File: src/rtl/sorted_pair_bsg.sv
// sorted_pair_bsg: two unary bitstreams from two operands, both compared against one bit-reversed period counter
//   clk, rst_n (async, active low) | start, stop | src0, src1 [WIDTH]
//   out[1:0] streams, valid, busy (RUN/DONE), done (1-cycle pulse), swapped
//   SORTED_PAIR_BSG_SORT_EN: latch the larger operand into op1 so out[1] dominates out[0]
module sorted_pair_bsg #(
    parameter int WIDTH = 8
) (
    input  logic             clk,
    input  logic             rst_n,
    input  logic             start,
    input  logic             stop,
    input  logic [WIDTH-1:0] src0,
    input  logic [WIDTH-1:0] src1,
    output logic [1:0]       out,
    output logic             valid,
    output logic             busy,
    output logic             done,
    output logic             swapped
);
    typedef enum logic [1:0] {IDLE, RUN, DONE} state_t;
    state_t state, state_nx;
    logic [WIDTH-1:0] cnt, op0, op1, rng;
    logic swap;
`ifdef SORTED_PAIR_BSG_SORT_EN
    assign swap = src0 > src1;
`else
    assign swap = 1'b0;
`endif
    always_comb begin
        rng = '0;
        for (int i = 0; i < WIDTH; i++) rng[i] = cnt[WIDTH-1-i];
    end
    always_comb begin
        state_nx = state;
        state_nx = state == IDLE ? (start ? RUN : IDLE) :
                   state == RUN  ? (stop ? IDLE : (&cnt ? DONE : RUN)) : IDLE;
        valid = state == RUN;
        busy  = state != IDLE;
        done  = state == DONE;
        out   = {valid & (op1 > rng), valid & (op0 > rng)};
    end
    always_ff @(posedge clk or negedge rst_n) begin
        if (!rst_n) begin
            state   <= IDLE;
            cnt     <= '0;
            op0     <= '0;
            op1     <= '0;
            swapped <= 1'b0;
        end else begin
            state <= state_nx;
            if (state == IDLE && start) begin
                op0     <= swap ? src1 : src0;
                op1     <= swap ? src0 : src1;
                swapped <= swap;
                cnt     <= '0;
            end else if (state == RUN) begin
                cnt <= cnt + WIDTH'(1);
            end
        end
    end
endmodule

File: config.mk
export PLATFORM = sky130hd
export DESIGN_NAME = sorted_pair_bsg
export DESIGN_NICKNAME = d
export VERILOG_FILES = /design/src/rtl/sorted_pair_bsg.sv
export SDC_FILE = /design/constraint.sdc
export NUM_CORES = 1
export LEC_CHECK = 0
export ABC_CLOCK_PERIOD_IN_PS = 2750
export CAP_MARGIN = 20
export CORE_ASPECT_RATIO = 1.25
export CORE_MARGIN = 2
export CORE_UTILIZATION = 50
export CTS_BUF_LIST = sky130_fd_sc_hd__clkbuf_4 sky130_fd_sc_hd__clkbuf_8 sky130_fd_sc_hd__clkbuf_16
export CTS_CLUSTER_DIAMETER = 30
export CTS_CLUSTER_SIZE = 24
export DETAILED_ROUTE_END_ITERATION = 6
export HOLD_SLACK_MARGIN = 0.05
export PLACE_DENSITY = 0.76
export SLEW_MARGIN = 20
export SYNTH_ARGS = -nofsm -noshare
export SYNTH_HDL_FRONTEND = slang
export SYNTH_SLANG_ARGS = --single-unit
File: constraint.sdc
create_clock -name clk -period 2.75 [get_ports clk]
set_clock_uncertainty 0.2 [all_clocks]
set_input_delay 0.4125 -clock clk [delete_from_list [all_inputs] [get_ports clk]]
set_output_delay 0.4125 -clock clk [all_outputs]
set_load 0.02 [all_outputs]
==> reports/metrics.cfg, run 1 <==
[detailed_routing]
wirelength_um = 3130
post_drt_wl_per_cell_um = 13.8
drt_iter0_drc = 52
ant_nets = 0
first_pass_iters = 4
vias = 1261
vias_per_cell = 5.56
drc_errors = 0

[sta]
relSlewSlack_pct = 57.6
fin_crit_sh_pct = 97.5
timing.setup.tns_ps = 0
max_freq_ghz = 0.373
setup_ws_ps = 69.0
slew_viol_final = 0
final_hold_viol_count = 0
setup_viol = 0
layout_min_cycle_time_ps = 2680
worstMarginPinSlew_ps = 634

[final_layout]
final_area_um2 = 1800
area_growth_pct = 20.7
final_util_pct = 62.2
fill_cells = 265
drive_above_1_share_pct = 9.42
n_antenna_cell = 0
nets = 230

[grt]
grt-ovfl-total = 0
grt_pass1_wl_um = 5420
grt_max_degree = 27
grt_pass1_vias = 1283
antenna_found_initial = 0
gr-usage-all-layers_pct = 21.2

[logic_synthesis]
synthMuxAreaShare_pct = 2.02
synth-simple-area-share_pct = 23.5
synth_area_um2 = 1490
synth_top_area_cell = dfrtp_1
synth_area_leaders = dfrtp_1 (44%), ha_1 (14%), nand2_1 (13%)
seq_area_frac_synth_pct = 43.7
synth_top_area_share_pct = 43.7
ys.flop_type = dfrtp_1
synth_top_family_by_area = simple AND/OR/NAND/NOR gates
synth-seq-cells = 26
syn_area_per_cell_um2 = 9.03
synth_xor_area_share_pct = 0
async_flop_share_pct = 100
synthCells = 165
yosysWarnings = 0
synth_edf_count = 0
syn-num-nets = 202
synth_fa_ha_area_share_pct = 14.3
ys_types = 29
ys_top_cells_by_count = nand2_1 (53), dfrtp_1 (26), ha_1 (17)
yosysMostFrequentCell = nand2_1
synth-compound-area-share_pct = 11.6

[clocking]
cts.clk_slew.worst_paths_ps = 130
clock_latency_ps = 320
root_buffer = clkbuf_4
cts_max_level = 1
cts_buffers = 3
tritoncts = done
clock-sinks = 26
postCtsHoldBufs = 0
clock_path_buffers = 2

[floorplan]
start_util_pct = 51.6
core_um2 = 2890
dieArea_um2 = 3440
rows = 22
die_w_um = 52.8
io_pins = 26
die_y_um = 65.0

[power_and_ir_drop]
ir_drop_v = 0.000400
cellPowerDensity_nw_per_um2 = 619
power.leakage_nw = 0.878

[setup_path]
arrival_ps = 2070
rrSetupSlack_ps = 1140
critPathRequiredTime_ps = 2140
r2r_start = state[0]
r2r_end = cnt[2]
end_kind = output pin
path_class = flip-flop to output pin
cp-start-kind = flip-flop
cp_max_fo = 4
r2r_cells = 5

[place]
place_ws_ps = 168
gp_congestion = 0.850
io_buffers = 24
placed_cell_area_um2 = 1770
dpl.hpwl_um = 2410

[run_status]
status = complete, no violations

[flow_run]
maxCapViolCount = 0

[hold_path]
hp-class = input port to async pin

-- state kept, by name, summed over array words and instances, names as in the netlist --
register	flops
cnt	8
op1	8
state	2
op0	8
-- stage by stage --
step | hold slack, ps | total power, mW | std cells
2_1_floorplan | -83.1 | 0.810 | 165
3_3_place_gp | 268 | 0.941 | 223
3_5_place_dp | 268 | 0.972 | 223
4_1_cts | 239 | 1.12 | 226
5_1_grt | 260 | 1.20 | 227
6_report | 236 | 1.11 | 227
-- worst max-delay path by stage --
stage,slack (ps),to,cells past startpoint,from
detailed placement,170,out[0],7,cnt[6]
CTS,30,out[0],7,cnt[6]
finish,70,out[1],7,cnt[6]
global route,-30,out[1],7,cnt[6]
floorplan,840,out[0],6,cnt[6]
global placement,250,out[1],7,cnt[6]
-- report_power, final --
group          switching, mW  internal, mW
Sequential            0.0561         0.451
Clock                  0.107        0.0514
Combinational          0.254         0.193
Total                  0.417         0.695
-- worst max-delay path: stages, from the launching register on --
cell and delay [ps]:
dfrtp_1 420, inv_1 110, ha_1 310, nor2b_1 130, o211ai_1 170, a21oi_1 90
o21ba_2 200, dlygate4sd2_1 310
-- cells by family (layout without fill, tap and decap cells) --
group	after synthesis	after routing
adder cells (fa/ha/maj)	17	17
buffers and inverters	16	42
flip-flops	26	26
AND/OR/NAND/NOR	74	74
AO/OA/AOI/OAI	28	28
other	1	1
multiplexers	3	3
-- area by class of cell --
class	instances	area [um2]	share of cell area, %
Clock buffer	3	22.5	1.25
Inverter	11	41.3	2.30
Multi-Input combinational cell	123	774	43.1
Sequential cell	26	651	36.2
Tap cell	36	45.0	2.51
Timing Repair Buffer	28	264	14.7
-- metal layers --
layer	up-vias	routed length, um	GRT usage (%)
met4	0	95	13.1
li1	613	-	-
met1	599	1240	25.1
met5	-	0	0
met2	40	1680	36.3
met3	9	114	1.61
-- timing repair --
item,in CTS,in global routing
setup endpoints to repair,2,2
resized for setup,3,1
gates cloned,0,0
buffers inserted,0,1
-- layout by cell type (no fill, tap or decap), drive strengths merged, types with 2 or more instances in the layout --
| cell | Yosys | routed |
|---|---|---|
| nand2 | 53 | 53 |
| dfrtp | 26 | 26 |
| clkdlybuf4s50 | 0 | 22 |
| ha | 17 | 17 |
| o21ai | 11 | 11 |
| inv | 11 | 11 |
| a21oi | 8 | 8 |
| nand4 | 5 | 5 |
| nor2 | 4 | 4 |
| buf | 4 | 4 |
| clkbuf | 1 | 4 |
| nor2b | 3 | 3 |
| mux2i | 3 | 3 |
| and3 | 3 | 3 |
| o211ai | 2 | 2 |
| o21ba | 2 | 2 |
| nor3b | 2 | 2 |
| nand3 | 2 | 2 |
| o31ai | 2 | 2 |
Power figures use the tool's default switching activity.
==> run 2, diff against run 1 <==
--- a/config.mk
+++ b/config.mk
@@ -5,7 +5,7 @@
 export SDC_FILE = /design/constraint.sdc
 export NUM_CORES = 1
 export LEC_CHECK = 0
-export ABC_CLOCK_PERIOD_IN_PS = 2750
+export ABC_CLOCK_PERIOD_IN_PS = 3400
 export CAP_MARGIN = 20
 export CORE_ASPECT_RATIO = 1.25
 export CORE_MARGIN = 2
==> constraint.sdc (replaced) <==
create_clock -name clk -period 3.4 [get_ports clk]
set_clock_uncertainty 0.2 [all_clocks]
set_input_delay 0.51 -clock clk [delete_from_list [all_inputs] [get_ports clk]]
set_output_delay 0.51 -clock clk [all_outputs]
set_load 0.02 [all_outputs]
==> run 2 against run 1 <==
  * Worst hold slack gained 65 ps
  * Critical path type unchanged
  * Utilization grew 0.17 points
  * Largest cell class unchanged
  * Via count shrank 4.8%
==> reports/metrics.cfg, run 2 (synthesis results as in run 1) <==
[clocking]
postCtsHoldBufs = 0  ; unchanged
clock_latency_ps = 330  ; was 320 ps
tritoncts = done  ; unchanged
postCtsSetupRepairBufs = 0  ; unchanged
cts_max_level = 1  ; unchanged
clock-sinks = 26  ; unchanged
root_buffer = clkbuf_4  ; unchanged
cts.clk_slew.worst_paths_ps = 140  ; was 130 ps
clock_path_buffers = 2  ; unchanged
cts_buffers = 3  ; unchanged
cts_resized = 0  ; was 3

[final_layout]
final_common_cell = nand2_1  ; unchanged
area_growth_pct = 21.0  ; was 20.7%
final_area_um2 = 1800  ; about the same
reg.largest.list = cnt: 8 flops, op0: 8 flops, op1: 8 flops  ; unchanged
nets = 228  ; was 230
final_cell_mix = nand2_1 (53), dfrtp_1 (26), clkdlybuf4s50_1 (24)  ; was nand2_1 (53), dfrtp_1 (26), clkdlybuf4s50_1 (22)
final_util_pct = 62.4  ; was 62.2%
drive_above_1_share_pct = 8.42  ; was 9.42%
final_cell_count_no_fill = 226  ; was 227
n_antenna_cell = 0  ; unchanged

[sta]
max_freq_ghz = 0.334
rsz0062_at_grt = false
setup_viol = 0  ; unchanged
timing.setup.tns_ps = 0  ; unchanged
layout_min_cycle_time_ps = 3000
relSlewSlack_pct = 59.5  ; was 57.6%
fin_crit_sh_pct = 88.1
worstMarginPinSlew_ps = 606  ; was 634 ps
slew_viol_final = 0  ; unchanged
final_hold_viol_count = 0  ; unchanged
setup_ws_ps = 404  ; was 69.0 ps

[setup_path]
cp_max_fo = 4  ; unchanged
critPathMaxStageDelay_ps = 530  ; was 420 ps
crit_buf_inv = 2  ; unchanged
path_class = flip-flop to output pin  ; unchanged
cp_top_family = buffers and inverters  ; was compound AO/OA/AOI/OAI gates
end_kind = output pin  ; unchanged
critPathRequiredTime_ps = 2690  ; was 2140 ps
cp-start-kind = flip-flop  ; unchanged
path_cells = inv_1 > ha_1 > nor2b_1 > o211ai_1 > a21oi_1 > o21ba_2 > clkdlybuf4s50_1  ; was inv_1 > ha_1 > nor2b_1 > o211ai_1 > a21oi_1 > o21ba_2 > dlygate4sd2_1
slowest_stage = clkdlybuf4s50_1  ; was dfrtp_1
arrival_ps = 2290  ; was 2070 ps

[grt]
grt_pass1_wl_um = 5170  ; was 5420 um
grt-ovfl-total = 0  ; unchanged
grt_pass1_vias = 1239  ; was 1283
antenna_found_initial = 0  ; unchanged
gr-usage-all-layers_pct = 20.1  ; was 21.2%
grt_max_degree = 27  ; unchanged

[place]
place_inst = 222  ; was 223
dpl.hpwl_um = 2360  ; was 2410 um
placed_cell_area_um2 = 1770  ; about the same
io_buffers = 24  ; unchanged
gp_congestion = 0.827  ; was 0.850
place_ws_ps = 768  ; was 168 ps

[detailed_routing]
first_pass_iters = 4  ; unchanged
drc_errors = 0  ; unchanged
post_drt_wl_per_cell_um = 13.0  ; was 13.8 um
drt_iter0_drc = 29  ; was 52
ant_nets = 0  ; unchanged
vias = 1200  ; was 1261
wirelength_um = 2940  ; was 3130 um
vias_per_cell = 5.31  ; was 5.56

[power_and_ir_drop]
seqPwrFrac_pct = 43.9  ; was 45.6%
p_sw_share_pct = 36.4  ; was 37.5%
ir_drop_v = 0.000354  ; was 0.000400 V
cellInternalPower_mw = 0.592  ; was 0.695 mW
power.switching_mw = 0.338  ; was 0.417 mW
pwr-share-comb_pct = 39.0  ; was 40.2%
cellPowerDensity_nw_per_um2 = 516  ; was 619 nW/um2
power.leakage_nw = 0.871  ; was 0.878 nW
clkPwrFrac_pct = 17.1  ; was 14.2%

[hold_path]
hp-class = flip-flop to flip-flop  ; was input port to async pin

[floorplan]
start_util_pct = 51.6  ; unchanged
dieArea_um2 = 3440  ; unchanged
rows = 22  ; unchanged
die_w_um = 52.8  ; unchanged
die_y_um = 65.0  ; unchanged
core_um2 = 2890  ; unchanged
io_pins = 26  ; unchanged

[flow_run]
maxCapViolCount = 0  ; unchanged

[run_status]
status = complete, no violations  ; unchanged

==> run 2: power groups by stage <==
stage / clock (mW) / combinational [mW] / sequential, mW
after floorplan: 0 / 0.254 / 0.400
after global placement: 0 / 0.344 / 0.412
after CTS: 0.162 / 0.365 / 0.408
after global routing: 0.173 / 0.414 / 0.416
final: 0.159 / 0.362 / 0.409
after detailed placement: 0 / 0.361 / 0.414
==> run 2: per-stage QoR <==
stage / total power, mW / hold WS, ps
after floorplan: 0.655 / 14.4
final: 0.930 / 301
after detailed placement: 0.776 / 275
after global placement: 0.756 / 266
after global routing: 1.00 / 334
after CTS: 0.936 / 308
==> run 2: worst paths after layout <==
path / startpoint / to / slack, ps / depth (start not counted)
max: cnt[6] / out[0] / 400 / 7
min: op1[3] / op1[3] / 300 / 2
max reg2reg: state[0] / cnt[2] / 1640 / 4
min reg2reg: op1[3] / op1[3] / 300 / 2
max in group asynchronous: rst_n / op0[5] / 2420 / 2
min in group asynchronous: rst_n / op0[2] / 320 / 2
==> run 2: cell type report <==
type                            count  area (um2)
Clock buffer                        4        36.3
Tap cell                           36        45.0
Fill cell                         248        1090
Timing Repair Buffer               26         255
Multi-Input combinational cell    123         774
Sequential cell                    26         651
Inverter                           11        41.3
==> run 2: metal layers <==
metal,global-route usage [%],part of all wire (%),vias to the layer above
met3,2.07,2.5,5
met5,0,0,-
met2,36.1,54,17
met4,7.69,1.9,0
li1,-,-,602
met1,23.9,41,576
==> run 2: worst reg2reg max path, cell delays in order, from the launching register on <==
cell and delay, ps:
dfrtp_1 440, nor3b_2 550, nor2_1 180, o21ai_0 190
o21ai_0 100
==> run 3, diff against run 2 <==
--- a/config.mk
+++ b/config.mk
@@ -14,6 +14,7 @@
 export CTS_CLUSTER_DIAMETER = 30
 export CTS_CLUSTER_SIZE = 24
 export DETAILED_ROUTE_END_ITERATION = 6
+export GPL_TIMING_DRIVEN = 0
 export HOLD_SLACK_MARGIN = 0.05
 export PLACE_DENSITY = 0.76
 export SLEW_MARGIN = 20
==> run 3 against run 2 <==
  * Die area unchanged
  * Flip-flop and latch count unchanged
  * Combinational power up 4%
  * Register-to-register slack better by 130 ps
  * Sequential share of layout area down 0.27 points
  * Utilization up 0.48 points
  * Worst setup slack worse by 72 ps
  * Final area up 0.76%
  * Routed wire length up 5.4%
  * Critical path depth down 1
  * Sequential power about the same
  * Highest routed layer unchanged
==> reports/metrics.cfg, run 3 (synthesis results as in run 1) <==
[sta]
setup_ws_ps = 332  ; was 404 ps
worstMarginPinSlew_ps = 587  ; was 606 ps
max_freq_ghz = 0.326  ; was 0.334 GHz
rsz0062_at_grt = false  ; unchanged
timing.setup.tns_ps = 0  ; unchanged
relSlewSlack_pct = 60.9  ; was 59.5%
final_hold_viol_count = 0  ; unchanged
slew_viol_final = 0  ; unchanged
fin_crit_sh_pct = 90.2  ; was 88.1%
setup_viol = 0  ; unchanged
layout_min_cycle_time_ps = 3070  ; was 3000 ps

[grt]
grt-ovfl-total = 0  ; unchanged
grt_max_degree = 27  ; unchanged
grt_pass1_wl_um = 5400  ; was 5170 um
antenna_found_initial = 0  ; unchanged
grt_pass1_vias = 1243  ; was 1239
gr-usage-all-layers_pct = 21.3  ; was 20.1%

[setup_path]
path_cells = inv_1 > ha_1 > nand2_1 > o21ai_0 > o21ba_2 > clkdlybuf4s50_1  ; was inv_1 > ha_1 > nor2b_1 > o211ai_1 > a21oi_1 > o21ba_2 > clkdlybuf4s50_1
cp.depth = 6  ; was 7
cp_max_fo = 4  ; unchanged
path_class = flip-flop to output pin  ; unchanged
r2r_cells = 5  ; was 4
end_kind = output pin  ; unchanged
cp_top_family = buffers and inverters  ; unchanged
slowest_stage = clkdlybuf4s50_1  ; unchanged
arrival_ps = 2360  ; was 2290 ps
cp-start-kind = flip-flop  ; unchanged
critPathRequiredTime_ps = 2690  ; about the same
rrSetupSlack_ps = 1770  ; was 1640 ps
critPathMaxStageDelay_ps = 600  ; was 530 ps
crit_buf_inv = 2  ; unchanged

[floorplan]
rows = 22  ; unchanged
io_pins = 26  ; unchanged
core_um2 = 2890  ; unchanged
die_w_um = 52.8  ; unchanged
die_y_um = 65.0  ; unchanged
dieArea_um2 = 3440  ; unchanged
start_util_pct = 51.6  ; unchanged

[clocking]
cts_max_level = 1  ; unchanged
clock_path_buffers = 2  ; unchanged
clock_latency_ps = 320  ; was 330 ps
root_buffer = clkbuf_4  ; unchanged
cts_resized = 0  ; unchanged
cts_buffers = 3  ; unchanged
tritoncts = done  ; unchanged
cts.clk_slew.worst_paths_ps = 140  ; about the same
clock-sinks = 26  ; unchanged

[detailed_routing]
dr_wl_met2_um = 1690  ; was 1590 um
wl_met1_um = 1280  ; was 1220 um
ant_nets = 0  ; unchanged
post_drt_wl_per_cell_um = 13.5  ; was 13.0 um
vias = 1216  ; was 1200
drc_errors = 0  ; unchanged
vias_per_cell = 5.29  ; was 5.31
met3_length_um = 91  ; was 72 um
wirelength_um = 3090  ; was 2940 um
routed.top_layer = met4  ; unchanged
first_pass_iters = 4  ; unchanged
drt_iter0_drc = 52  ; was 29

[power_and_ir_drop]
p_sw_share_pct = 36.7  ; was 36.4%
power.switching_mw = 0.345  ; was 0.338 mW
totalPowerFinal_mw = 0.941  ; was 0.930 mW
seqPwrFrac_pct = 43.1  ; was 43.9%
cellPowerDensity_nw_per_um2 = 518  ; was 516 nW/um2
power.leakage_nw = 0.883  ; was 0.871 nW
clkPwrFrac_pct = 16.8  ; was 17.1%
cellInternalPower_mw = 0.596  ; was 0.592 mW
pwr-share-comb_pct = 40.0  ; was 39.0%
ir_drop_v = 0.000357  ; was 0.000354 V

[place]
gp_congestion = 0.835  ; was 0.827
place_ws_ps = 706  ; was 768 ps
dpl.hpwl_um = 2450  ; was 2360 um
io_buffers = 24  ; unchanged

[final_layout]
nets = 232  ; was 228
drive_above_1_share_pct = 9.28  ; was 8.42%
area_growth_pct = 21.9  ; was 21.0%
n_antenna_cell = 0  ; unchanged
final_common_cell = nand2_1  ; unchanged
final_cell_mix = nand2_1 (53), dfrtp_1 (26), clkdlybuf4s50_1 (23)  ; was nand2_1 (53), dfrtp_1 (26), clkdlybuf4s50_1 (24)
reg.largest.list = cnt: 8 flops, op0: 8 flops, op1: 8 flops  ; unchanged

[run_status]
status = complete, no violations  ; unchanged

[flow_run]
maxCapViolCount = 0  ; unchanged

[hold_path]
hp-class = flip-flop to flip-flop  ; unchanged
hold_path_depth = 2  ; unchanged

[run 3: changes by cell type in the layout (fill, tap and decap cells not counted), sizes merged]
cell           previous run  this run
clkdlybuf4s50            24        23
dlygate4sd3               0         1
buf                       2         5
clkbuf                    4         5
[run 3: final cells by class]
| type | count | area, um2 |
|---|---|---|
| repair buffers | 25 | 245 |
| fillers | 251 | 1070 |
| clock buffers | 4 | 36.3 |
| inverters | 11 | 41.3 |
| flip-flops and latches | 26 | 651 |
| plain buffers | 5 | 28.8 |
| well taps | 36 | 45.0 |
| multi-input cells | 123 | 769 |
[run 3: worst min-delay path, cell delays in order (launching register included)]
cell	delay (ps)
dfrtp_1	370
nand2_1	60
nand2_1	60
[run 3: power by group through the flow]
stage,Sequential (mW),Clock [mW],Combinational (mW)
3_5_place_dp,0.413,0,0.376
4_1_cts,0.406,0.161,0.378
3_3_place_gp,0.410,0,0.351
6_report,0.406,0.159,0.376
2_1_floorplan,0.400,0,0.254
5_1_grt,0.414,0.176,0.435
[run 3: through the flow]
step | instance area [um2] | util (%) | hold slack (ps) | instances
4_1_cts | 1810 | 62.7 | 305 | 229
5_1_grt | 1820 | 62.9 | 327 | 230
3_3_place_gp | 1780 | 61.4 | 268 | 225
2_1_floorplan | 1490 | - | 14.4 | 165
3_5_place_dp | 1780 | 61.4 | 272 | 225
6_report | 1820 | 62.9 | 302 | 230
[run 3: final timing paths]
path	to	start
worst max-delay path	out[0]	cnt[0]
worst min-delay path	op1[2]	op1[2]
worst max register to register	op0[2]	state[0]
worst min register to register	op1[2]	op1[2]
max in group asynchronous	op1[2]	rst_n
min in group asynchronous	op1[1]	rst_n
[run 3: per-layer routing]
metal | vias to the layer above | track usage, %
met5 | - | 0
met4 | 0 | 5.77
met3 | 4 | 3.23
met2 | 25 | 38.8
met1 | 577 | 25.3
li1 | 610 | -
[run 3: repair_timing]
action / in CTS / in global routing
endpoints found under the hold margin: 0 / 26
setup buffers: 0 / 0
hold buffers: 0 / 1
